**config.mk**
```make
export PLATFORM = sky130hd
export DESIGN_NAME = bcd_display_driver_flat
export DESIGN_NICKNAME = d
export VERILOG_FILES = /design/src/rtl/bcd_display_if.sv /design/src/rtl/bcd_display_driver.sv /design/src/flat_wrapper.sv
export SDC_FILE = /design/constraint.sdc
export NUM_CORES = 1
export LEC_CHECK = 0
export ABC_AREA = 1
export CAP_MARGIN = 20
export CELL_PAD_IN_SITES_DETAIL_PLACEMENT = 0
export CELL_PAD_IN_SITES_GLOBAL_PLACEMENT = 1
export CORE_MARGIN = 2
export CORE_UTILIZATION = 39
export DETAILED_ROUTE_END_ITERATION = 8
export PLACE_DENSITY_LB_ADDON = 0.1
export SLEW_MARGIN = 0
export SYNTH_ARGS = -nofsm -noshare
export SYNTH_HDL_FRONTEND = slang
export SYNTH_SLANG_ARGS = --single-unit
```
**constraint.sdc**
```tcl
create_clock -name clk -period 1.8 [get_ports clk]
set_input_delay 0.36 -clock clk [delete_from_list [all_inputs] [get_ports clk]]
set_output_delay 0.36 -clock clk [all_outputs]
set_load 0.005 [all_outputs]
```
**src/rtl/bcd_display_if.sv**
```systemverilog
// Handshake and display bus between the result-selection stage and bcd_display_driver.
// The master drives the conversion request; the slave (the driver) returns status and display data.
interface bcd_display_if #(
    parameter int n      = 6,
    parameter int DIGITS = 2
);
    logic                  start;
    logic [n-1:0]          res;
    logic                  is_negative;
    logic                  busy;
    logic                  done;
    logic [4*DIGITS-1:0]   bcd_out;
    logic                  neg_out;
    logic [7*DIGITS-1:0]   hex_out;
    logic [6:0]            hex_sign;

    modport master (
        output start, res, is_negative,
        input  busy, done, bcd_out, neg_out, hex_out, hex_sign
    );

    modport slave (
        input  start, res, is_negative,
        output busy, done, bcd_out, neg_out, hex_out, hex_sign
    );
endinterface

```
**src/rtl/bcd_display_driver.sv**
```systemverilog
// Serial double-dabble binary-to-BCD converter driving active-low seven-segment digits and a sign.
// Optional build macro LEADING_ZERO_BLANK_EN blanks digits above the most significant nonzero digit.
module bcd_display_driver #(
    parameter int n      = 6,
    parameter int DIGITS = 2
) (
    input  logic         clk,
    input  logic         rst,
    bcd_display_if.slave bus
);
    localparam int ACC_W = 4 * DIGITS;
    localparam int CNT_W = $clog2(n + 1);
    localparam logic [6:0] SEG_BLANK = 7'b1111111;
    localparam logic [6:0] SEG_MINUS = 7'b0111111;

    typedef enum logic [1:0] {
        IDLE,
        CONVERT,
        DONE
    } state_t;

    state_t             state_q, state_d;
    logic [n-1:0]       mag_q;
    logic               sign_q;
    logic               nonzero_q;
    logic [ACC_W-1:0]   acc_q;
    logic [CNT_W-1:0]   cnt_q;

    logic [ACC_W-1:0]   acc_adj;
    logic [ACC_W-1:0]   acc_shift;
    logic [7*DIGITS-1:0] hex_d;

    logic [ACC_W-1:0]    bcd_q;
    logic                neg_q;
    logic [7*DIGITS-1:0] hex_q;
    logic [6:0]          hex_sign_q;
    logic                done_q;

    function automatic logic [6:0] seg7(input logic [3:0] digit);
        case (digit)
            4'd0:    seg7 = 7'b1000000;
            4'd1:    seg7 = 7'b1111001;
            4'd2:    seg7 = 7'b0100100;
            4'd3:    seg7 = 7'b0110000;
            4'd4:    seg7 = 7'b0011001;
            4'd5:    seg7 = 7'b0010010;
            4'd6:    seg7 = 7'b0000010;
            4'd7:    seg7 = 7'b1111000;
            4'd8:    seg7 = 7'b0000000;
            4'd9:    seg7 = 7'b0010000;
            default: seg7 = SEG_BLANK;
        endcase
    endfunction

    // NOTE: state_d gets its hold value first so no path through the case leaves it unassigned (no latch).
    always_comb begin
        state_d = state_q;
        case (state_q)
            IDLE:    if (bus.start) state_d = CONVERT;
            CONVERT: if (cnt_q == CNT_W'(1)) state_d = DONE;
            DONE:    state_d = IDLE;
            default: state_d = IDLE;
        endcase
    end

    // Add-3 correction on every digit that would overflow past 9 after the next shift.
    always_comb begin
        acc_adj = acc_q;
        for (int i = 0; i < DIGITS; i++) begin
            if (acc_q[4*i +: 4] >= 4'd5)
                acc_adj[4*i +: 4] = acc_q[4*i +: 4] + 4'd3;
        end
        acc_shift = {acc_adj[ACC_W-2:0], mag_q[n-1]};
    end

`ifdef LEADING_ZERO_BLANK_EN
    logic leading;

    always_comb begin
        hex_d   = '1;
        leading = 1'b1;
        for (int i = 0; i < DIGITS; i++)
            hex_d[7*i +: 7] = seg7(acc_q[4*i +: 4]);
        // Digit 0 is never blanked, so a zero result still shows "0".
        for (int i = DIGITS - 1; i > 0; i--) begin
            if (acc_q[4*i +: 4] != 4'd0)
                leading = 1'b0;
            if (leading)
                hex_d[7*i +: 7] = SEG_BLANK;
        end
    end
`else
    always_comb begin
        hex_d = '1;
        for (int i = 0; i < DIGITS; i++)
            hex_d[7*i +: 7] = seg7(acc_q[4*i +: 4]);
    end
`endif

    // NOTE: all state uses non-blocking assignments so every register samples pre-edge values.
    always_ff @(posedge clk or posedge rst) begin
        if (rst)
            state_q <= IDLE;
        else
            state_q <= state_d;
    end

    // Working registers are reset too, so a conversion abandoned by reset leaves nothing behind.
    always_ff @(posedge clk or posedge rst) begin
        if (rst) begin
            mag_q     <= '0;
            sign_q    <= 1'b0;
            nonzero_q <= 1'b0;
            acc_q     <= '0;
            cnt_q     <= '0;
        end else begin
            case (state_q)
                IDLE: begin
                    if (bus.start) begin
                        mag_q     <= bus.res;
                        sign_q    <= bus.is_negative;
                        nonzero_q <= |bus.res;
                        acc_q     <= '0;
                        cnt_q     <= CNT_W'(n);
                    end
                end
                CONVERT: begin
                    acc_q <= acc_shift;
                    mag_q <= mag_q << 1;
                    cnt_q <= cnt_q - CNT_W'(1);
                end
                default: ;
            endcase
        end
    end

    // Display registers only change on the DONE cycle and otherwise hold.
    always_ff @(posedge clk or posedge rst) begin
        if (rst) begin
            bcd_q      <= '0;
            neg_q      <= 1'b0;
            hex_q      <= '1;
            hex_sign_q <= SEG_BLANK;
            done_q     <= 1'b0;
        end else begin
            done_q <= 1'b0;
            if (state_q == DONE) begin
                bcd_q      <= acc_q;
                neg_q      <= sign_q & nonzero_q;
                hex_q      <= hex_d;
                hex_sign_q <= (sign_q & nonzero_q) ? SEG_MINUS : SEG_BLANK;
                done_q     <= 1'b1;
            end
        end
    end

    assign bus.busy     = (state_q != IDLE);
    assign bus.done     = done_q;
    assign bus.bcd_out  = bcd_q;
    assign bus.neg_out  = neg_q;
    assign bus.hex_out  = hex_q;
    assign bus.hex_sign = hex_sign_q;
endmodule
```
**src/flat_wrapper.sv**
```systemverilog
// flat-port wrapper written by rule: the top's interface ports become plain ports
module bcd_display_driver_flat 
#(
    parameter int n      = 6,
    parameter int DIGITS = 2
)
  (clk, rst, bus_start, bus_res, bus_is_negative, bus_busy, bus_done, bus_bcd_out, bus_neg_out, bus_hex_out, bus_hex_sign);
  bcd_display_if #(.n(n), .DIGITS(DIGITS)) bus_i ();
  input  logic clk;
  input  logic rst;
  input wire logic [$bits(bus_i.start)-1:0] bus_start;
  input wire logic [$bits(bus_i.res)-1:0] bus_res;
  input wire logic [$bits(bus_i.is_negative)-1:0] bus_is_negative;
  output wire logic [$bits(bus_i.busy)-1:0] bus_busy;
  output wire logic [$bits(bus_i.done)-1:0] bus_done;
  output wire logic [$bits(bus_i.bcd_out)-1:0] bus_bcd_out;
  output wire logic [$bits(bus_i.neg_out)-1:0] bus_neg_out;
  output wire logic [$bits(bus_i.hex_out)-1:0] bus_hex_out;
  output wire logic [$bits(bus_i.hex_sign)-1:0] bus_hex_sign;
  assign bus_i.start = bus_start;
  assign bus_i.res = bus_res;
  assign bus_i.is_negative = bus_is_negative;
  assign bus_busy = bus_i.busy;
  assign bus_done = bus_i.done;
  assign bus_bcd_out = bus_i.bcd_out;
  assign bus_neg_out = bus_i.neg_out;
  assign bus_hex_out = bus_i.hex_out;
  assign bus_hex_sign = bus_i.hex_sign;
  bcd_display_driver #(.n(n), .DIGITS(DIGITS)) u_core (.clk(clk), .rst(rst), .bus(bus_i));
endmodule
```
# ---- Word-level counts from Yosys, hierarchy flattened
# Memory sizes are Yosys's and may differ from the RTL's. A register that Yosys moved wholly into a read port is not among the register bits.
# Index checks and enable logic that the tools add are counted.
dict set report op_classes {
  n_addsub 3
  n_lt_le_gt_ge 2
  n_eq_ne 5
  muxes 13
  bitwise 1
  reduce_logical 7
}
# cell n
set op_table {}
lappend op_table {{8-bit case mux with 2 select lines} 1}
lappend op_table {{6-bit case mux with 2 select lines} 1}
lappend op_table {{4-bit by 3-bit greater-or-equal comparator with 1-bit output (second input constant)} 2}
lappend op_table {{8-bit two-way mux} 1}
lappend op_table {{7-bit two-way mux} 1}
lappend op_table {{3-bit two-way mux} 2}
lappend op_table {{6-bit two-way mux} 1}
lappend op_table {{3-bit case mux with 2 select lines} 1}
lappend op_table {{2-bit AND reduction} 3}
lappend op_table {{6-bit OR reduction} 1}
lappend op_table {{4-bit by 2-bit adder with 4-bit output (second input constant)} 1}
lappend op_table {{2-bit two-way mux} 2}
lappend op_table {{4-bit two-way mux} 1}
lappend op_table {{2-bit case mux with 2 select lines} 1}
lappend op_table {{2-bit nonzero test} 2}
lappend op_table {{3-bit by 2-bit adder with 3-bit output (second input constant)} 1}
lappend op_table {{3-bit by 1-bit == test with 1-bit output (second input constant)} 1}
lappend op_table {{3-bit by 1-bit subtractor with 3-bit output (second input constant)} 1}
lappend op_table {{2-bit by 1-bit == test with 1-bit output (second input constant)} 1}
lappend op_table {{2-bit == test (second input constant)} 1}
lappend op_table {{2-bit zero test} 1}
lappend op_table {{2-bit by 1-bit != test with 1-bit output (second input constant)} 1}
lappend op_table {{2-bit != test (second input constant)} 1}
lappend op_table {{1-bit bitwise AND} 1}
lappend op_table {{1-bit two-way mux} 1}
dict set report totals {
  register_bits 38
  mem_bits_ro 224
  out_inout_bits 32
  memories 2
}
# name depth width read_ports rd_clocked_by_memory_dff write_ports line_no
set memory_table {}
lappend memory_table {{(no name shown)} 16 7 1 1 0 bcd_display_driver.sv:40} ;# case (digit)
lappend memory_table {{(no name shown)} 16 7 1 1 0 bcd_display_driver.sv:40}

# ---- Depth between registers and ports, before layout
dict set report logic_depth {
  word_depth 3
  mapped_depth 8
  ltp_nobuf 8
}

# ---- Least setup slack after synthesis
# Ideal clock, no wire load.
dict set report synth_timing {
  kind {register to register}
  start {reg u_core.acc_q[0]}
  end {reg u_core.acc_q[3]}
  setup_ns 0.127
  arrival_ns 1.191
  required_time_ns 1.673
  setup_slack_ns 0.481
  stages_incl_launch_ff 8
  path_buffers 0
  period_less_slack_ns 1.319
  path_cell_list {dfrtp_1 -> inv_1 -> ha_1 -> ha_1 -> inv_1 -> nand2_1 -> nand3_1 -> o21ai_0}
}
dict set report synth_between {
  elab_chain_cells 3
  word_cells_on_any_way 4
  cone_classes {1 x add/sub; 1 x order compare; 2 x mux}
}
# item line_no
set synth_lines {}
lappend synth_lines {{from (decl)} bcd_display_driver.sv:26} ;# logic [ACC_W-1:0] acc_q;
lappend synth_lines {{from (signal assigned)} bcd_display_driver.sv:128} ;# acc_q <= acc_shift;
lappend synth_lines {{4-bit by 2-bit adder with 4-bit output / 4-bit by 3-bit greater-or-equal comparator with 1-bit output (equally long branches)} {bcd_display_driver.sv:71, bcd_display_driver.sv:70}}
lappend synth_lines {{4-bit two-way mux (*)} bcd_display_driver.sv:70} ;# if (acc_q[4*i +: 4] >= 4'd5)
lappend synth_lines {{8-bit case mux with 2 select lines (*)} bcd_display_driver.sv:117} ;# case (state_q)
# Every way passes the cells marked *; elsewhere a longest branch is shown, timed or not.
# A chain may end at the register's enable or synchronous reset.

# ---- Worst setup path after layout
dict set report layout_timing {
  start {reg u_core.hex_q[7] (netlist: u_core.bus.hex_out[7])}
  end {out bus_hex_out[7]}
}
# item line_no
set layout_rtl {}
lappend layout_rtl {{from (decl)} bcd_display_driver.sv:35} ;# logic [7*DIGITS-1:0] hex_q;
lappend layout_rtl {{to (decl)} flat_wrapper.sv:18} ;# output wire logic [$bits(bus_i.hex_out)-1:0] bus_hex_out;
# No word-level cell between the ends.

==> results.cfg <==
[drt]
drt_iter0_markers = 83
firstDrtPassIters = 4
ant_nets = 0
wl_per_cell_um = 11.8
vias = 1854
avgViaCountPerCell = 4.69
drc = 0
wl_mm = 4.65

[synth]
avgSynthCellArea_um2 = 8.45
yosysWarnings = 0
synth_seq_area_share_pct = 49.3
synth.cell_area_mm2 = 0.00237
yosys_register_bits = 46
yosys-top-cells-area = dfrtp_1 (33%), dfstp_2 (17%), nand2_1 (11%)
netlist.area_leader.share_pct = 32.7
yosysUniqueCellTypes = 25
syn_inst = 281
yosysTopAreaCell = dfrtp_1

[clocking]
cts-hold-fix-buffers = 0
ctsResizeCount = 0
cts.sinks = 46
cts_buffer_depth = 2
cts_buffers = 5
insertion_delay_ns = 0.30
root_buffer = clkbuf_8
cts_setup_buffers = 0
htreeDepth = 2
cts_tree = built
path_clk_slew_ns = 0.09

[global_route]
grt_max_degree = 47
grt_overflow = 0
antenna_found_initial = 0
grt.total_usage_pct = 15.6
grt_pass1_wl_mm = 7.89
grt_pass1_vias = 1629

[critical_path]
reg2regPathDepth = 7
path_delay_family = flip-flops
crit_fanout = 2
slowest_stage = dfstp_2
criticalPathCategory = register to output pin
crit_cells = 1
critPathMaxStageDelay_ns = 0.55
worstPathRequired_ns = 1.44
worstPathBufferInverterCount = 1
crit_path_cell_trace = clkdlybuf4s50_1
cp-start-kind = register
cp-end-kind = output pin
cp_data_arrival_time_ns = 1.34

[timing]
slew_violations = 0
fin_skew_ns = 0.00591
hold_viol_final = 0
rsz0062_at_grt = no
fmaxAchievable_mhz = 588
fin_crit_ns = 1.70
fin_crit_sh_pct = 94.5
setup_tns_ns = 0
finalSetupViolations = 0

[place]
portBuffers = 35
dp_hpwl_mm = 3.32
gp_congestion = 0.786

[die]
start_util_pct = 40.3
rows = 28
core_area_mm2 = 0.00589
dieHeight_um = 82.0
dieArea_mm2 = 0.00673
io_pins = 42
die_w_um = 82.0

[cells_and_area]
antenna_cells = 0
mostFrequentLayoutCell = nand2_1
area_growth_pct = 21.7
layout_common_cells = nand2_1 (70), clkdlybuf4s50_1 (35), nand3_1 (33)
final_nets = 341
drive_gt1_share_pct = 14.1

[power_and_ir_drop]
p_leak_nw = 1.40
p_total_mw = 5.03
power_density_mw_per_mm2 = 1740
vdd_ir_drop_max_uv = 659

[outcome]
status = finished, final reports clean

[worst_hold_path]
hold_class = input port to asynchronous set/reset pin

[job]
drv_cap = 0
## final cells by class
cell class	instances	area, um^2
repair buffers	41	408
inverters	38	143
fillers	599	3000
flip-flops and latches	46	1170
clock buffers	5	68.8
multi-input cells	187	961
clock inverters	3	43.8
well taps	75	93.8
## per-stage QoR
step	worst slack [ns]	util (%)	cell area, um^2	std cells	hold WS, ns
after CTS	0.0780	49.1	2890	395	0.402
after detailed placement	0.269	47.2	2780	387	0.460
after floorplan	0.377	-	2390	286	0.451
after global placement	0.289	47.2	2780	387	0.461
final	0.0981	49.1	2890	395	0.393
after global routing	0.0275	49.1	2890	395	0.427
## cells in the mapped netlist, drive strengths merged
cell,count
o211ai,3
conb,1
o21ai,32
nor2,17
inv,38
nand2,73
buf,15
o21a,2
ha,12
dfstp,15
o22ai,1
a21oi,4
nand4,2
nand3,35
dfrtp,31
## kinds of logic after synthesis
kind of cell | synth area share, %
DFF | 49.3
other | 0.158
and+or+nand+nor | 23.6
adders and majority gates | 6.33
buffers and inverters | 11.0
AOI/OAI and AO/OA | 9.59
## sequential cells by signal (all words and copies together) (netlist names), 2 cells and up
| register | flops |
|---|---|
| u_core.acc_q | 8 |
| u_core.bus.bcd_out | 8 |
| u_core.bus.hex_out | 14 |
| u_core.cnt_q | 3 |
| u_core.mag_q | 6 |
| u_core.state_q | 2 |
## worst paths after layout
path	start	to	slack, ns
hold reg to reg	u_core.bus.hex_sign[6]	u_core.bus.hex_sign[6]	0.47
setup reg to reg	u_core.acc_q[1]	u_core.acc_q[3]	0.36
setup / recovery	u_core.bus.hex_out[7]	bus_hex_out[7]	0.1
min in group clk	u_core.bus.hex_sign[6]	u_core.bus.hex_sign[6]	0.47
max in group asynchronous	rst	u_core.bus.hex_out[2]	1.13
hold / removal	rst	u_core.state_q[1]	0.39
## routing by layer
| layer | track usage (%) | wire (um) |
|---|---|---|
| met4 | 5.50 | 71 |
| met5 | 0 | 0 |
| met2 | 22.9 | 1990 |
| met1 | 22.4 | 2410 |
| met3 | 3.63 | 182 |
## report_power, final
group	total (mW)	internal (mW)	leakage (nW)	switching (mW)
clock	0.790	0.417	0.0585	0.373
combinational	2.41	1.09	0.803	1.32
sequential	1.83	1.58	0.536	0.249
total	5.03	3.09	1.40	1.94
(Power assumes the default switching activity.)
==> edit: new RTL, same settings <==
Re-encode `state_t` (3 states) as one-hot, 3 bits wide.
--- a/src/rtl/bcd_display_driver.sv
+++ b/src/rtl/bcd_display_driver.sv
@@ -13,10 +13,10 @@
     localparam logic [6:0] SEG_BLANK = 7'b1111111;
     localparam logic [6:0] SEG_MINUS = 7'b0111111;
 
-    typedef enum logic [1:0] {
-        IDLE,
-        CONVERT,
-        DONE
+    typedef enum logic [2:0] {
+        IDLE    = 3'b001,
+        CONVERT = 3'b010,
+        DONE    = 3'b100
     } state_t;
 
     state_t             state_q, state_d;
Function: same outputs for any inputs over 10 cycles, from zero or initial values and one cycle with rst high; not proved beyond that.
==> edit against the original RTL <==
  * Register-to-register slack worse by 0.06 ns
  * Cell area up 4.1%
  * Sequential cell count up 1
  * Wire length up 9.3%
  * Clock skew up 0.0051 ns
  * Setup slack better by 0.0058 ns
  * Utilization down 1.2 points
  * Critical path depth unchanged
  * Die area up 4.8%
  * Area after synthesis up 5.0%
Power is not compared: it rests on default switching activity, and its combinational part moved more than twofold at a synthesized area within 25%.
==> edit: results <==
group,metric,value,unit
status,status,"finished, final reports clean",
synthesis,synth_cell_types,28,
routing,routedLengthMet1,2.613,mm
global_route,globalRouteMet2Util,22.69,%
finish,fill_cells,643,
routing,via_count,1983,
synthesis,synth.area.top_cells,"sky130_fd_sc_hd__dfrtp_1 (31%), sky130_fd_sc_hd__dfstp_2 (17%), sky130_fd_sc_hd__nand2_1 (12%)",
global_route,first_global_vias,1850,
global_route,grt_usage,16.02,%
routing,drt_iter0_drc,84,
placed_design,hpwl,3.541,mm
setup_path,crit-reg2reg-capture,"u_core.bus.hex_out[10]$_DFFE_PP1P_",
setup_path,launching_instance_or_port_of_the_critical_path,"u_core.bus.hex_out[5]$_DFFE_PP1P_",
global_route,routing_usage_on_met1,24.32,%
sta,largest_clock_skew_in_the_final_design,0.01097,ns
setup_path,critical_path.reg2reg.startpoint,"u_core.state_q[0]$_DFFE_PP1P_",
routing,route.met3.wl,179,microns
global_route,grt_util_met3,3.462,%
sta,fin_hold_ws,0.4200,ns
finish,signal_buffer_area_fraction,14.90,%
routing,total_detailed_routing_wirelength,5.081,mm
finish,seqAreaFraction,39.80,%
finish,layout.clock.cell_area_share,2.664,%
setup_path,setup.worst_path.end,"bus_hex_out[5]",
finish,layout-drive-gt1-share,15.68,%
clock_network,cts.sink_count,47,
finish,clk_buf_instances,8,
[edit: cell count changes in the layout (fill, tap and decap cells not counted), sizes merged, moves of 3 or more]
| cell | unedited run | this run |
|---|---|---|
| nand3 | 35 | 39 |
| a21oi | 4 | 8 |
| buf | 6 | 11 |
| o21ai | 32 | 20 |
| inv | 39 | 26 |
| nor2 | 17 | 33 |
| nand2 | 73 | 86 |
| clkbuf | 5 | 8 |
[edit: per-stage QoR]
| stage | instances | util, % | total power [mW] | setup WS [ns] |
|---|---|---|---|---|
| final | 415 | 47.88 | 3.113 | 0.1039 |
| after global routing | 415 | 47.88 | 3.407 | 0.05460 |
| after CTS | 415 | 47.84 | 3.179 | 0.01406 |
| after detailed placement | 404 | 46.20 | 2.493 | 0.2376 |
| after global placement | 404 | 46.20 | 2.484 | 0.2504 |
| after floorplan | 300 | - | 2.239 | 0.3504 |
[edit: timing repair]
action                     4_1_cts  5_1_grt
setup endpoints to repair        1        1
cloned                           0        0
resized for setup                0        1
setup buffers                    3        0
